File: config.mk
export PLATFORM = sky130hd
export DESIGN_NAME = fetch_sequencer
export DESIGN_NICKNAME = d
export VERILOG_FILES = /design/src/rtl/fetch_sequencer_pkg.sv /design/src/rtl/fetch_watchdog.sv /design/src/rtl/fetch_sequencer.sv
export SDC_FILE = /design/constraint.sdc
export NUM_CORES = 1
export LEC_CHECK = 0
export CAP_MARGIN = 5
export CORE_MARGIN = 1
export CORE_UTILIZATION = 30
export DETAILED_ROUTE_END_ITERATION = 8
export GPL_ROUTABILITY_DRIVEN = 0
export HOLD_SLACK_MARGIN = 0.06
export PLACE_DENSITY = 0.64
export SYNTH_ARGS = -nofsm -noshare
export SYNTH_HDL_FRONTEND = slang
export SYNTH_SLANG_ARGS = --single-unit
File: constraint.sdc
create_clock -name clk -period 5.3 [get_ports clk]
set_clock_uncertainty 0.1 [all_clocks]
set_input_delay 1.06 -clock clk [delete_from_list [all_inputs] [get_ports clk]]
set_output_delay 1.06 -clock clk [all_outputs]
set_load 0.01 [all_outputs]
File: src/rtl/fetch_sequencer_pkg.sv
// rtl/fetch_sequencer_pkg.sv - shared miniRISC types and constants for the fetch sequencer
package fetch_sequencer_pkg;

   localparam int WORD_W = 32;

   localparam logic [WORD_W-1:0] DEFAULT_RESET_PC = 32'h0000_0000;

   typedef enum logic [1:0] {
      S_RESET = 2'd0,
      S_FETCH = 2'd1,
      S_EXEC  = 2'd2,
      S_HALT  = 2'd3
   } state_t;

endpackage

File: src/rtl/fetch_watchdog.sv
// rtl/fetch_watchdog.sv - fetch timeout counter; flags the cycle a fetch runs out of budget
module fetch_watchdog #(
   parameter int TIMEOUT_CYCLES = 255
) (
   input  logic clk,
   input  logic rst,
   input  logic active,
   input  logic ack,
   output logic expire
);

   localparam logic [15:0] LAST_WAIT = 16'(TIMEOUT_CYCLES - 1);

   logic [15:0] count;

   // Held at zero outside a fetch so every fetch starts with a full budget.
   always_ff @(posedge clk) begin
      if (rst || !active) begin
         count <= '0;
      end else if (!ack) begin
         count <= count + 16'd1;
      end
   end

   // An ack arriving on the final allowed cycle takes priority over the timeout.
   assign expire = active && !ack && (count == LAST_WAIT);

endmodule

File: src/rtl/fetch_sequencer.sv
// rtl/fetch_sequencer.sv - PC owner and instruction-fetch sequencer for KGP-miniRISC
// Optional fetch watchdog enabled by defining FETCH_TIMEOUT_EN.
module fetch_sequencer
   import fetch_sequencer_pkg::*;
#(
   parameter logic [WORD_W-1:0] RESET_PC       = DEFAULT_RESET_PC,
   parameter int                TIMEOUT_CYCLES = 255
) (
   input  logic              clk,
   input  logic              rst,
   output logic              imem_req,
   output logic [WORD_W-1:0] imem_addr,
   input  logic              imem_ack,
   input  logic [WORD_W-1:0] imem_rdata,
   output logic [WORD_W-1:0] instr,
   output logic [WORD_W-1:0] instr_pc,
   output logic              instr_valid,
   input  logic              exec_done,
   input  logic [WORD_W-1:0] next_address,
   input  logic              halt_in,
   output logic              halted,
   output logic [WORD_W-1:0] retired,
   output logic              fault
);

   if (TIMEOUT_CYCLES < 1 || TIMEOUT_CYCLES > 65535) begin : g_bad_timeout
      $error("fetch_sequencer: TIMEOUT_CYCLES out of range 1..65535");
   end

   state_t            state;
   state_t            next_state;
   logic [WORD_W-1:0] pc;
   logic [WORD_W-1:0] instr_q;
   logic [WORD_W-1:0] instr_pc_q;
   logic [WORD_W-1:0] retired_q;
   logic              timeout;

`ifdef FETCH_TIMEOUT_EN
   logic fault_q;

   fetch_watchdog #(
      .TIMEOUT_CYCLES(TIMEOUT_CYCLES)
   ) u_watchdog (
      .clk    (clk),
      .rst    (rst),
      .active (state == S_FETCH),
      .ack    (imem_ack),
      .expire (timeout)
   );

   always_ff @(posedge clk) begin
      if (rst) begin
         fault_q <= 1'b0;
      end else if (timeout) begin
         fault_q <= 1'b1;
      end
   end

   assign fault = fault_q;
`else
   assign timeout = 1'b0;
   assign fault   = 1'b0;
`endif

   always_ff @(posedge clk) begin
      if (rst) begin
         state <= S_RESET;
      end else begin
         state <= next_state;
      end
   end

   always_comb begin
      next_state = state;
      case (state)
         S_RESET: next_state = S_FETCH;
         S_FETCH: begin
            if (imem_ack) begin
               next_state = S_EXEC;
            end else if (timeout) begin
               next_state = S_HALT;
            end
         end
         S_EXEC: begin
            if (exec_done) begin
               next_state = halt_in ? S_HALT : S_FETCH;
            end
         end
         default: next_state = S_HALT;
      endcase
   end

   always_comb begin
      imem_req    = (state == S_FETCH);
      instr_valid = (state == S_EXEC);
      halted      = (state == S_HALT);
   end

   // A halting instruction retires but leaves the PC pointing at itself.
   always_ff @(posedge clk) begin
      if (rst) begin
         pc         <= RESET_PC;
         instr_q    <= '0;
         instr_pc_q <= '0;
         retired_q  <= '0;
      end else begin
         case (state)
            S_FETCH: begin
               if (imem_ack) begin
                  instr_q    <= imem_rdata;
                  instr_pc_q <= pc;
               end
            end
            S_EXEC: begin
               if (exec_done) begin
                  retired_q <= retired_q + 32'd1;
                  if (!halt_in) begin
                     pc <= next_address;
                  end
               end
            end
            default: ;
         endcase
      end
   end

   assign imem_addr = pc;
   assign instr     = instr_q;
   assign instr_pc  = instr_pc_q;
   assign retired   = retired_q;

endmodule
==> impl_metrics.tcl <==
set metrics [dict create \
    status "completed" \
    port_buffers 199 \
    max_freq_mhz 336 \
    comb_power_share 0.071 \
    syn_nets 683 \
    synth-edff-count 0 \
    worst_pin_slew_ns 0.941 \
    r2r_cells 5 \
    r2r_start "state[1]" \
    post-dp-hpwl_mm 9.56 \
    final_cell_mix "nand2_1 (201), clkdlybuf4s50_1 (198), dfxtp_1 (130), a21oi_1 (112)" \
    setup_viol 0 \
    synth_top_family_by_area "simple AND/OR/NAND/NOR gates" \
    drtPass1Iterations 4 \
    crit_required_ns 5.52 \
    synth.area.top_cells "dfxtp_1 (52%), nand2_1 (15%), a21oi_1 (11%)" \
    avgSynthCellArea_um2 8.10 \
    drc_errors 0 \
    n_fill_cell 1592 \
    cts_sinks 130 \
    peakVddDrop_mv 0.196 \
    holdBufCountCts 0 \
    slew_violations 0 \
    relSlewSlack 0.372 \
    r2r_setup_slack_ns 2.97 \
    die_x_um 131 \
    synth_top_area_cell "dfxtp_1" \
    cts_resized 0 \
    syn2layout_area_growth_pct 54.2 \
    synth_cell_types 39 \
    grt_pass1_wl_mm 21.5 \
    yosysTopAreaCellShare 0.524 \
    initial_core_util 0.310 \
    antennaDiodeCount 0 \
    clk_latency_ns 0.40 \
    root_buffer "clkbuf_16" \
    syn_inst 613 \
    final_common_cell "nand2_1" \
    yosys.area_share.simple 0.261 \
    fin_crit_sh 0.562 \
    top_usage_layer "met2" \
    synth_compound_area_frac 0.138 \
    wl_mm 14.3 \
    setup_tns_ns 0 \
    hold_depth 2 \
    rsz0062_at_grt "false" \
    critPathMaxFanout 19 \
    holdPathEnd "instr[5]" \
    end_kind "register" \
    cap_violations 0 \
    grt_max_degree 87 \
    net-switching-power_w 0.000481 \
    clk_pin_slew_worst_paths_ns 0.05 \
    clkPwrFrac 0.494 \
    leakagePower_nw 2.57 \
    async_reset_ff_frac 0 \
    arrival_ns 3.20 \
    layout.nets 861 \
    r2r-end "imem_addr[3]" \
    power_frac_seq 0.435 \
    antenna_found_initial 0 \
    die_y_um 131 \
    drive_above_1_share 0.0588 \
    htreeDepth 4 \
    syn-cell-area_um2 4970 \
    grtUsageMet2 0.255 \
    path_class "in2reg" \
    cp-start-kind "input pin" \
    grt_use_total 0.164 \
    fin_crit_ns 2.98 \
    grt_pass1_vias 4045 \
    num_vias 4709 \
    grt_use_met3 0.0558 \
    cts_tree "done" \
    antenna_left 0 \
    hold_viol 0 \
    cts_buffer_depth 2 \
    coreArea_um2 16000 \
    min_from "instr[5]" \
    yosys_warnings 0 \
    wl_per_cell_um 14.1 \
    synth_fa_ha_area_frac 0.00252 \
    drtIter0Drc 204 \
    io_pins 201 \
    cts_setup_buffers 0 \
    grt_overflow_total 0 \
    synth.area.mux_share 0.0179 \
    synth_seq_cells 130 \
    die-area_um2 17100 \
    ys.flop_type "dfxtp_1" \
    p_int_w 0.00183 \
    p_per_area_nw_per_um2 302 \
    grtUsageMet1 0.211 \
    cts_buffers 17 \
    hold_path_class "reg2reg" \
    viasPerCell 4.63 \
    sw_frac_of_total 0.208 \
    post-route-util 0.479 \
    num_rows 46 \
    synthXorXnorAreaFrac 0.0159 \
    synth_seq_area_share 0.524 \
]
cell usage after synthesis, types with 4 or more instances:
master	instances
or4_1	13
dfxtp_1	130
nor2_1	18
clkbuf_1	37
a21oi_1	112
and4_1	4
nor4_1	7
nor2b_1	9
o31ai_1	14
nand4_1	8
buf_2	6
nand3_1	9
mux2_2	7
nand2_1	201
xor2_1	6
area by class of cell:
| class | instances | area, um2 | share of cell area |
|---|---|---|---|
| clock inverters | 7 | 110 | 0.0144 |
| flip-flops and latches | 130 | 2600 | 0.340 |
| inverters | 3 | 11.3 | 0.00147 |
| clock buffers | 21 | 460 | 0.0601 |
| multi-input cells | 434 | 2170 | 0.284 |
| repair buffers | 205 | 2030 | 0.266 |
| well taps | 216 | 270 | 0.0353 |
registers in the layout (all words and copies together), names as in the netlist:
| name | flops |
|---|---|
| imem_addr | 32 |
| instr | 32 |
| instr_pc | 32 |
| retired | 32 |
| state | 2 |
logic make-up after synthesis:
kind of cell | count (synthesis)
buffers and inverters | 49
adder cells (fa/ha/maj) | 1
AO/OA/AOI/OAI | 129
AND/OR/NAND/NOR | 286
multiplexers | 8
flip-flops | 130
XOR/XNOR | 9
other | 1
through the flow:
| step | instances | hold WS [ns] | setup slack (ns) | total power, W | instance area (um2) |
|---|---|---|---|---|---|
| floorplan | 613 | 0.381 | 2.87 | 0.00109 | 4970 |
| global placement | 988 | 0.341 | 1.94 | 0.00119 | 7090 |
| detailed placement | 988 | 0.347 | 1.89 | 0.00119 | 7090 |
| CTS | 1016 | 0.354 | 2.32 | 0.00235 | 7660 |
| global route | 1016 | 0.363 | 2.12 | 0.00241 | 7660 |
| finish | 1016 | 0.350 | 2.32 | 0.00231 | 7660 |
worst max path at each step:
stage	from	to	slack (ns)	depth (start not counted)
global placement	exec_done	imem_addr[9]	1.94	6
detailed placement	exec_done	imem_addr[7]	1.89	6
finish	exec_done	imem_addr[3]	2.32	6
global route	exec_done	imem_addr[8]	2.12	6
CTS	exec_done	imem_addr[3]	2.32	6
floorplan	exec_done	retired[25]	2.87	6
power by group through the flow:
stage / sequential, W / combinational, W / clock [W]
after CTS: 0.00101 / 0.000168 / 0.00118
final: 0.00101 / 0.000165 / 0.00114
after global placement: 0.00103 / 0.000167 / 0
after detailed placement: 0.00103 / 0.000167 / 0
after global routing: 0.00101 / 0.000180 / 0.00122
after floorplan: 0.00103 / 0.0000576 / 0
critical path, stage by stage:
cell and delay [ns]:
clkdlybuf4s50_1 0.51, and3b_1 0.39, nor2b_2 0.64, buf_4 0.36, nand2_1 0.08, a21oi_1 0.14
layer usage:
| metal | vias to the layer above | routed length (um) |
|---|---|---|
| met2 | 117 | 6720 |
| met4 | 0 | 133 |
| li1 | 2424 | - |
| met1 | 2160 | 6500 |
| met5 | - | 0 |
| met3 | 8 | 969 |
Power figures use the tool's default switching activity.
